### config.mk
export PLATFORM = sky130hd
export DESIGN_NAME = button_event_ctrl
export DESIGN_NICKNAME = d
export VERILOG_FILES = /design/src/rtl/button_event_ctrl.sv
export SDC_FILE = /design/constraint.sdc
export NUM_CORES = 1
export LEC_CHECK = 0
export CORE_MARGIN = 3
export CORE_UTILIZATION = 54
export DETAILED_ROUTE_END_ITERATION = 16
export GPL_TIMING_DRIVEN = 0
export PLACE_DENSITY = 0.86
export SYNTH_ARGS = -nofsm -noshare
export SYNTH_HDL_FRONTEND = slang
export SYNTH_SLANG_ARGS = --single-unit
### constraint.sdc
create_clock -name CLK -period 2.52 [get_ports CLK]
set_input_delay 0.378 -clock CLK [delete_from_list [all_inputs] [get_ports CLK]]
set_output_delay 0.378 -clock CLK [all_outputs]
set_load 0.01 [all_outputs]
### src/rtl/button_event_ctrl.sv
// Push-button front end: 2-FF sync, shared-tick debounce, per-button press/hold/repeat
// FSM and a round-robin arbitrated single event channel with a sticky overflow flag.
//
// state | meaning
// IDLE  | button released, waiting for a debounced press
// HELD  | pressed, counting down to the first REPEAT
// RPT   | auto-repeating, counting down between REPEATs
module button_event_ctrl #(
  parameter int N_BTN        = 4,
  parameter int TICK_DIV     = 4,
  parameter int STABLE_TICKS = 4,
  parameter int HOLD_TICKS   = 16,
  parameter int REPEAT_TICKS = 8,
  localparam int IDW = (N_BTN > 1) ? $clog2(N_BTN) : 1
) (
  input  logic             CLK,
  input  logic             RST,
  input  logic             enable,
  input  logic [N_BTN-1:0] in,
  output logic [N_BTN-1:0] level,
  output logic             evt_valid,
  input  logic             evt_ready,
  output logic [IDW-1:0]   evt_id,
  output logic [1:0]       evt_type,
  output logic             evt_ovf
);

  localparam int PW   = (TICK_DIV > 1) ? $clog2(TICK_DIV) : 1;
  localparam int SW   = $clog2(STABLE_TICKS);
  localparam int HMAX = (HOLD_TICKS > REPEAT_TICKS) ? HOLD_TICKS : REPEAT_TICKS;
  localparam int HW   = (HMAX > 1) ? $clog2(HMAX) : 1;

  localparam logic [1:0] T_PRESS   = 2'd0;
  localparam logic [1:0] T_RELEASE = 2'd1;
  localparam logic [1:0] T_REPEAT  = 2'd2;

  typedef enum logic [1:0] {S_IDLE = 2'd0, S_HELD = 2'd1, S_RPT = 2'd2} state_t;

  logic [N_BTN-1:0] sync1, sync2;
  logic [PW-1:0]    pre_cnt;
  logic             tick;
  logic [SW-1:0]    stab_cnt [N_BTN];
  logic [N_BTN-1:0] toggle, rise, fall;

  state_t           st    [N_BTN];
  state_t           st_nx [N_BTN];
  logic [HW-1:0]    rem    [N_BTN];
  logic [HW-1:0]    rem_nx [N_BTN];
  logic [N_BTN-1:0] post_v;
  logic [1:0]       post_t [N_BTN];

  logic [N_BTN-1:0] pend, occ, lost, gnt;
  logic [1:0]       ptype [N_BTN];
  logic [IDW-1:0]   rr_ptr, win;
  logic [IDW:0]     sel_j;
  logic             found, load;

  always_ff @(posedge CLK or posedge RST) begin
    if (RST) begin
      sync1 <= '0;
      sync2 <= '0;
    end else begin
      sync1 <= in;
      sync2 <= sync1;
    end
  end

  assign tick = enable && (pre_cnt == PW'(TICK_DIV - 1));

  always_ff @(posedge CLK or posedge RST) begin
    if (RST)         pre_cnt <= '0;
    else if (enable) pre_cnt <= tick ? '0 : pre_cnt + PW'(1);
  end

  always_comb begin
    toggle = '0;
    for (int i = 0; i < N_BTN; i++)
      toggle[i] = tick && (sync2[i] != level[i]) && (stab_cnt[i] == SW'(STABLE_TICKS - 1));
  end

  assign rise = toggle & ~level;
  assign fall = toggle & level;

  always_ff @(posedge CLK or posedge RST) begin
    if (RST) begin
      level <= '0;
      for (int i = 0; i < N_BTN; i++) stab_cnt[i] <= '0;
    end else begin
      level <= level ^ toggle;
      for (int i = 0; i < N_BTN; i++) begin
        if (tick) begin
          if (sync2[i] != level[i]) stab_cnt[i] <= toggle[i] ? '0 : stab_cnt[i] + SW'(1);
          else                      stab_cnt[i] <= '0;
        end
      end
    end
  end

  always_ff @(posedge CLK or posedge RST) begin
    if (RST) begin
      for (int i = 0; i < N_BTN; i++) begin
        st[i]  <= S_IDLE;
        rem[i] <= '0;
      end
    end else begin
      for (int i = 0; i < N_BTN; i++) begin
        st[i]  <= st_nx[i];
        rem[i] <= rem_nx[i];
      end
    end
  end

  // rem is a down-counter: ticks remaining until the next REPEAT
  always_comb begin
    post_v = '0;
    for (int i = 0; i < N_BTN; i++) begin
      st_nx[i]  = st[i];
      rem_nx[i] = rem[i];
      post_t[i] = T_PRESS;
      case (st[i])
        S_IDLE: begin
          if (rise[i]) begin
            st_nx[i]  = S_HELD;
            rem_nx[i] = HW'(HOLD_TICKS - 1);
            post_v[i] = 1'b1;
          end
        end
        S_HELD, S_RPT: begin
          if (fall[i]) begin
            st_nx[i]  = S_IDLE;
            post_v[i] = 1'b1;
            post_t[i] = T_RELEASE;
          end else if (tick) begin
            if (rem[i] == '0) begin
              st_nx[i]  = S_RPT;
              rem_nx[i] = HW'(REPEAT_TICKS - 1);
              post_v[i] = 1'b1;
              post_t[i] = T_REPEAT;
            end else begin
              rem_nx[i] = rem[i] - HW'(1);
            end
          end
        end
        default: st_nx[i] = S_IDLE;
      endcase
    end
  end

  // A slot being granted this cycle counts as free, so a same-cycle post is kept
  assign occ = pend & ~gnt;

  always_comb begin
    lost = '0;
    for (int i = 0; i < N_BTN; i++)
      lost[i] = post_v[i] && occ[i] && (post_t[i] != T_REPEAT);
  end

  always_ff @(posedge CLK or posedge RST) begin
    if (RST) begin
      pend    <= '0;
      evt_ovf <= 1'b0;
      for (int i = 0; i < N_BTN; i++) ptype[i] <= T_PRESS;
    end else begin
      for (int i = 0; i < N_BTN; i++) begin
        if (post_v[i] && !(occ[i] && post_t[i] == T_REPEAT)) begin
          pend[i]  <= 1'b1;
          ptype[i] <= post_t[i];
        end else if (gnt[i]) begin
          pend[i] <= 1'b0;
        end
      end
      if (|lost) evt_ovf <= 1'b1;
    end
  end

  assign load = ~evt_valid | evt_ready;

  always_comb begin
    found = 1'b0;
    win   = '0;
    sel_j = '0;
    for (int k = 0; k < N_BTN; k++) begin
      sel_j = {1'b0, rr_ptr} + (IDW+1)'(k);
      if (sel_j >= (IDW+1)'(N_BTN)) sel_j = sel_j - (IDW+1)'(N_BTN);
      if (!found && pend[sel_j[IDW-1:0]]) begin
        found = 1'b1;
        win   = sel_j[IDW-1:0];
      end
    end
  end

  always_comb begin
    gnt = '0;
    if (load && found) gnt[win] = 1'b1;
  end

  always_ff @(posedge CLK or posedge RST) begin
    if (RST) begin
      evt_valid <= 1'b0;
      evt_id    <= '0;
      evt_type  <= T_PRESS;
      rr_ptr    <= '0;
    end else if (load) begin
      if (found) begin
        evt_valid <= 1'b1;
        evt_id    <= win;
        evt_type  <= ptype[win];
        rr_ptr    <= (win == IDW'(N_BTN - 1)) ? '0 : win + IDW'(1);
      end else begin
        evt_valid <= 1'b0;
      end
    end
  end

endmodule

==> impl_metrics.json, run 1 <==
{
  "skew_ps": 9.99,
  "seq_area_frac_synth": 0.447,
  "grt_max_degree": 45,
  "cp.required_ps": 2740,
  "grtUsageMet2": 0.314,
  "power_leakage_uw": 0.00201,
  "synth_nets": 423,
  "fp.dieW_um": 88.7,
  "num_io_pins": 18,
  "wl_um": 6940,
  "worst-r2r-cell-count": 12,
  "hold_path.class": "flip-flop to flip-flop",
  "grt.total_usage": 0.190,
  "cts_tree": "built",
  "met1_usage": 0.242,
  "yosysMostFrequentCell": "dfrtp_1",
  "clk_latency_ps": 340,
  "vias": 2875,
  "drive_gt1_frac": 0.134,
  "dieArea_um2": 7870,
  "wl_per_cell_um": 14.0,
  "port_buffers": 17,
  "grt_pass1_vias": 2766,
  "postSynthCellCount": 382,
  "cts_inserted_buffers": 9,
  "critPathLaunchType": "flip-flop",
  "cp-end-kind": "flip-flop",
  "grt_setup_unrepaired": "no",
  "htreeDepth": 3,
  "numClockSinks": 66,
  "min_path_cells": 0,
  "top_usage_layer": "met2",
  "muxShareOfSynthArea": 0.0285,
  "fin_tns_setup_ps": 0,
  "antenna_cells": 0,
  "finalNetCount": 455,
  "timing.fmax_mhz": 417,
  "syn_to_final_growth_pct": 14.5,
  "synth-seq-cells": 66,
  "cts_root_buffer": "clkbuf_8",
  "antenna_found_initial": 0,
  "num_rows": 29,
  "powerDensity_nw_per_um2": 782,
  "post-route-min-period_ps": 2400,
  "synth-edff-count": 0,
  "drt_first_iter_violations": 118,
  "ys_types": 55,
  "clkSlewWorstSetupHoldPaths_ps": 70,
  "hold_viol": 0,
  "clockBufferDepth": 2,
  "grtUsageMet3": 0.0307,
  "synth_ff_type": "dfrtp_1",
  "drc_errors": 0,
  "syn_area_per_cell_um2": 9.67,
  "synthAdderAreaFrac": 0.112,
  "tightestPinTransition_ps": 714,
  "core_area_um2": 6490,
  "yosysTopAreaCell": "dfrtp_1",
  "synth_common_cells": "66 x dfrtp_1, 41 x nand2_1, 34 x inv_1",
  "initial_core_util": 0.569,
  "maxCapViolCount": 0,
  "gr-total-overflow": 0,
  "total_power_uw": 3310,
  "ant_nets": 0,
  "slew_violations": 0,
  "peakVddDrop_mv": 0.416,
  "netlist.area_leader.share": 0.447,
  "ys.warnings.count": 0,
  "syn-cell-area_um2": 3690,
  "synthArstFlopShare": 1.00,
  "grt_pass1_wl_um": 11800,
  "synth_top_family_by_area": "compound AO/OA/AOI/OAI gates",
  "viasPerCell": 5.80,
  "die_h_um": 88.7,
  "min_period_over_period": 0.952,
  "crit_fanout": 10,
  "setup_violations": 0,
  "synthXorXnorAreaFrac": 0.00949,
  "synth_area_leaders": "dfrtp_1 45%, ha_1 11%, nand2_1 4.2%, a21oi_1 3.8%, inv_1 3.5%",
  "synth_simple_gate_area_share": 0.173,
  "crit_arrival_ps": 2620,
  "dr.pass1.iters": 4,
  "hpwl_um": 5020,
  "gp_congestion": 0.846,
  "synth-compound-area-share": 0.180,
  "crit_type": "flip-flop to flip-flop",
  "relSlewSlack": 0.519,
  "status": "complete, no violations",
  "hold_buffers": 0
}
logic make-up (layout without fill, tap and decap cells):
group                      after synthesis  after routing
muxes                                   10             10
and+or+nand+nor                        127            127
buffers and inverters                   45             82
AOI/OAI and AO/OA                       97             97
DFF                                     66             66
xor gates and xnor gates                 4              4
adders and majority gates               33             33
per-stage QoR:
| stage | setup slack (ps) | std cells | area [um^2] | util | hold slack (ps) |
|---|---|---|---|---|---|
| after floorplan | 41.6 | 382 | 3700 | - | 331 |
| after detailed placement | -584 | 477 | 3980 | 0.613 | 337 |
| after global routing | 5.79 | 496 | 4230 | 0.651 | 364 |
| final | 122 | 496 | 4230 | 0.651 | 350 |
| after global placement | -592 | 476 | 3960 | 0.610 | 332 |
| after CTS | 4.18 | 496 | 4190 | 0.644 | 354 |
routing by layer:
metal,part of all wire,up-vias
met3,0.033,11
met2,0.49,66
met1,0.45,1399
met5,0,-
li1,-,1399
met4,0.020,0
critical path: stages, from the launching register on:
cell	delay [ps]
dfrtp_1	420
ha_4	190
nand2_2	100
buf_6	130
clkbuf_8	150
nor2_1	60
and2_1	180
ha_2	200
nor2b_2	140
nand3_1	130
a31oi_1	190
o31ai_1	110
a221o_1	280
final cells by class:
class / instances / area (um^2)
buffer: 10 / 63.8
clock buffer: 13 / 149
clock inverter: 3 / 15.0
fill: 498 / 2270
inverter: 34 / 128
multi-input combinational: 271 / 1900
sequential: 66 / 1650
tap: 77 / 96.3
timing repair buffer: 22 / 223
cell usage in the layout, fill, tap and decap left out, types with 5 or more instances in the layout:
cell	netlist	final
nand2b_1	13	12
nand3b_1	5	5
mux2i_1	6	6
nand2_1	41	41
nor2_1	31	31
buf_2	7	7
a31oi_1	6	6
clkbuf_8	0	11
a21oi_1	28	27
a22o_1	10	10
and2_1	9	8
nand3_1	5	5
clkdlybuf4s50_1	0	16
o31ai_1	5	5
ha_1	33	29
inv_1	34	33
dfrtp_1	66	66
o21ai_0	15	15
state kept, by name, summed over array words and instances (netlist names):
register   cells
rem           16
ptype          8
st             8
stab_cnt       8
level          4
pend           4
sync1          4
sync2          4
evt_id         2
evt_type       2
pre_cnt        2
rr_ptr         2
evt_ovf        1
evt_valid      1
final timing paths:
check,from,endpoint,slack (ps)
setup / recovery,pre_cnt[0],evt_ovf,120
hold / removal,sync1[0],sync2[0],350
setup reg to reg,pre_cnt[0],evt_ovf,120
hold reg to reg,sync1[0],sync2[0],350
max in group asynchronous,RST,ptype[3],1550
min in group asynchronous,RST,sync1[1],380
power by group:
part           internal, uW  switching, uW  total (uW)  leakage, uW
combinational           501            567        1070      0.00111
clock                   380            395         775    0.0000872
sequential             1270            196        1460     0.000814
total                  2150           1160        3310      0.00201
repair_timing:
action,CTS,global route
buffers inserted,3,1
endpoints found under the setup margin,14,20
resized for setup,5,9
pin swaps,1,1
Power figures use the tool's default switching activity.
==> run 2, diff against run 1 <==
--- a/config.mk
+++ b/config.mk
@@ -6,10 +6,10 @@
 export NUM_CORES = 1
 export LEC_CHECK = 0
 export CORE_MARGIN = 3
-export CORE_UTILIZATION = 54
+export CORE_UTILIZATION = 62
 export DETAILED_ROUTE_END_ITERATION = 16
 export GPL_TIMING_DRIVEN = 0
-export PLACE_DENSITY = 0.86
+export PLACE_DENSITY = 0.92
 export SYNTH_ARGS = -nofsm -noshare
 export SYNTH_HDL_FRONTEND = slang
 export SYNTH_SLANG_ARGS = --single-unit
==> constraint.sdc (replaced) <==
create_clock -name CLK -period 2.8 [get_ports CLK]
set_input_delay 0.42 -clock CLK [delete_from_list [all_inputs] [get_ports CLK]]
set_output_delay 0.42 -clock CLK [all_outputs]
set_load 0.01 [all_outputs]
==> impl_metrics.json, run 2 (synthesized netlist as in run 1, its figures left out) <==
{
  "status": "complete, no violations",
  "drt_first_iter_violations": 206,
  "cts_root_buffer": "clkbuf_8",
  "setup_violations": 0,
  "layout_setup_ws_ps": 194,
  "htreeDepth": 3,
  "hold_path.class": "flip-flop to flip-flop",
  "gp_congestion": 0.830,
  "crit_arrival_ps": 2840,
  "hold_viol": 0,
  "viasPerCell": 5.98,
  "place_inst": 472,
  "powerDensity_nw_per_um2": 705,
  "top_register": "rem",
  "fin_tns_setup_ps": 0,
  "wl_per_cell_um": 14.9,
  "numClockSinks": 66,
  "tightestPinTransition_ps": 779,
  "dp_slack_ps": -469,
  "min_period_over_period": 0.931,
  "vias": 2908,
  "gr-total-overflow": 0,
  "core_area_um2": 5640,
  "power_leakage_uw": 0.00198,
  "fin_cells": 486,
  "die_h_um": 83.2,
  "peakVddDrop_mv": 0.486,
  "hold_buffers": 0,
  "cts_inserted_buffers": 9,
  "antenna_found_initial": 0,
  "n_fill_cell": 359,
  "grt.total_usage": 0.226,
  "hpwl_um": 5140,
  "clk_latency_ps": 340,
  "largest_reg_flops": 16,
  "fp.dieW_um": 83.2,
  "num_rows": 27,
  "timing.fmax_mhz": 384,
  "total_power_uw": 2930,
  "initial_core_util": 0.655,
  "grt_pass1_vias": 2813,
  "skew_ps": 7.73,
  "num_io_pins": 18,
  "layout.cells.most_common_list": "66 x dfrtp_1, 41 x nand2_1, 33 x inv_1",
  "crit_fanout": 10,
  "dr.pass1.iters": 5,
  "crit_type": "flip-flop to flip-flop",
  "dieArea_um2": 6920,
  "critPathLaunchType": "flip-flop",
  "grt_pass1_wl_um": 12600,
  "post_cts_buffers": 0,
  "drc_errors": 0,
  "finalNetCount": 452,
  "clkSlewWorstSetupHoldPaths_ps": 60,
  "slew_violations": 0,
  "clockBufferDepth": 2,
  "drive_gt1_frac": 0.109,
  "post-route-min-period_ps": 2610,
  "cts_tree": "built",
  "syn_to_final_growth_pct": 12.5,
  "layout_commonest_cell": "dfrtp_1",
  "maxCapViolCount": 0,
  "relSlewSlack": 0.475,
  "wl_um": 7230,
  "ant_nets": 0,
  "cp-end-kind": "flip-flop",
  "port_buffers": 17,
  "grt_max_degree": 41,
  "cp.required_ps": 3030,
  "antenna_cells": 0
}
==> run 2: changes by cell type in the layout (fill, tap and decap cells not counted), sizes merged <==
| cell | change |
|---|---|
| buf | -3 |
| clkinv | -3 |
| clkbuf | +1 |
==> run 2: final cells by class <==
type                            instances  area (um^2)  share of cell area
Clock buffer                           14          153              0.0367
Multi-Input combinational cell        271         1880               0.452
Inverter                               34          128              0.0307
Buffer                                 11         61.3              0.0148
Sequential cell                        66         1650               0.398
Tap cell                               72         90.1              0.0217
Timing Repair Buffer                   18          193              0.0464
==> run 2: what timing repair did <==
action | in CTS | in global routing
gates cloned | 0 | 0
setup endpoints to repair | 7 | 11
endpoints found under the hold margin | 0 | 0
resized for setup | 2 | 9
==> run 2: layer usage <==
metal | part of all wire | wire length, um | GRT usage
met5 | 0 | 0 | 0
met4 | 0.028 | 205 | 0.107
met1 | 0.43 | 3140 | 0.287
met2 | 0.50 | 3610 | 0.374
met3 | 0.039 | 284 | 0.0417
==> run 2: worst max-delay path, stage by stage (launching register included) <==
cell	delay (ps)
dfrtp_1	390
ha_2	230
nand2_2	120
buf_6	170
buf_4	180
nor2_1	70
and2_1	190
ha_1	220
nand2b_2	220
o22ai_2	120
and2_1	140
buf_2	160
nand4_1	130
o21a_1	140
==> run 2: metrics by stage <==
step / util / hold slack [ps] / area (um^2)
after global routing: 0.736 / 356 / 4150
after global placement: 0.701 / 333 / 3950
final: 0.736 / 348 / 4150
after detailed placement: 0.704 / 335 / 3970
after floorplan: - / 331 / 3690
after CTS: 0.732 / 348 / 4130
==> run 2: where the power goes <==
group          switching (uW)  internal, uW  total [uW]
clock network             330           338         668
registers                 169          1140        1310
logic                     522           429         951
total                    1020          1910        2930
==> run 2: worst paths after layout <==
path	from	end	slack, ps	cells after the start
max in group asynchronous	RST	pre_cnt[0]	1740	3
hold reg to reg	sync1[0]	sync2[0]	350	0
setup reg to reg	pre_cnt[0]	rem[12]	190	13
hold / removal	sync1[0]	sync2[0]	350	0
setup / recovery	pre_cnt[0]	rem[12]	190	13
min in group asynchronous	RST	ptype[7]	460	2
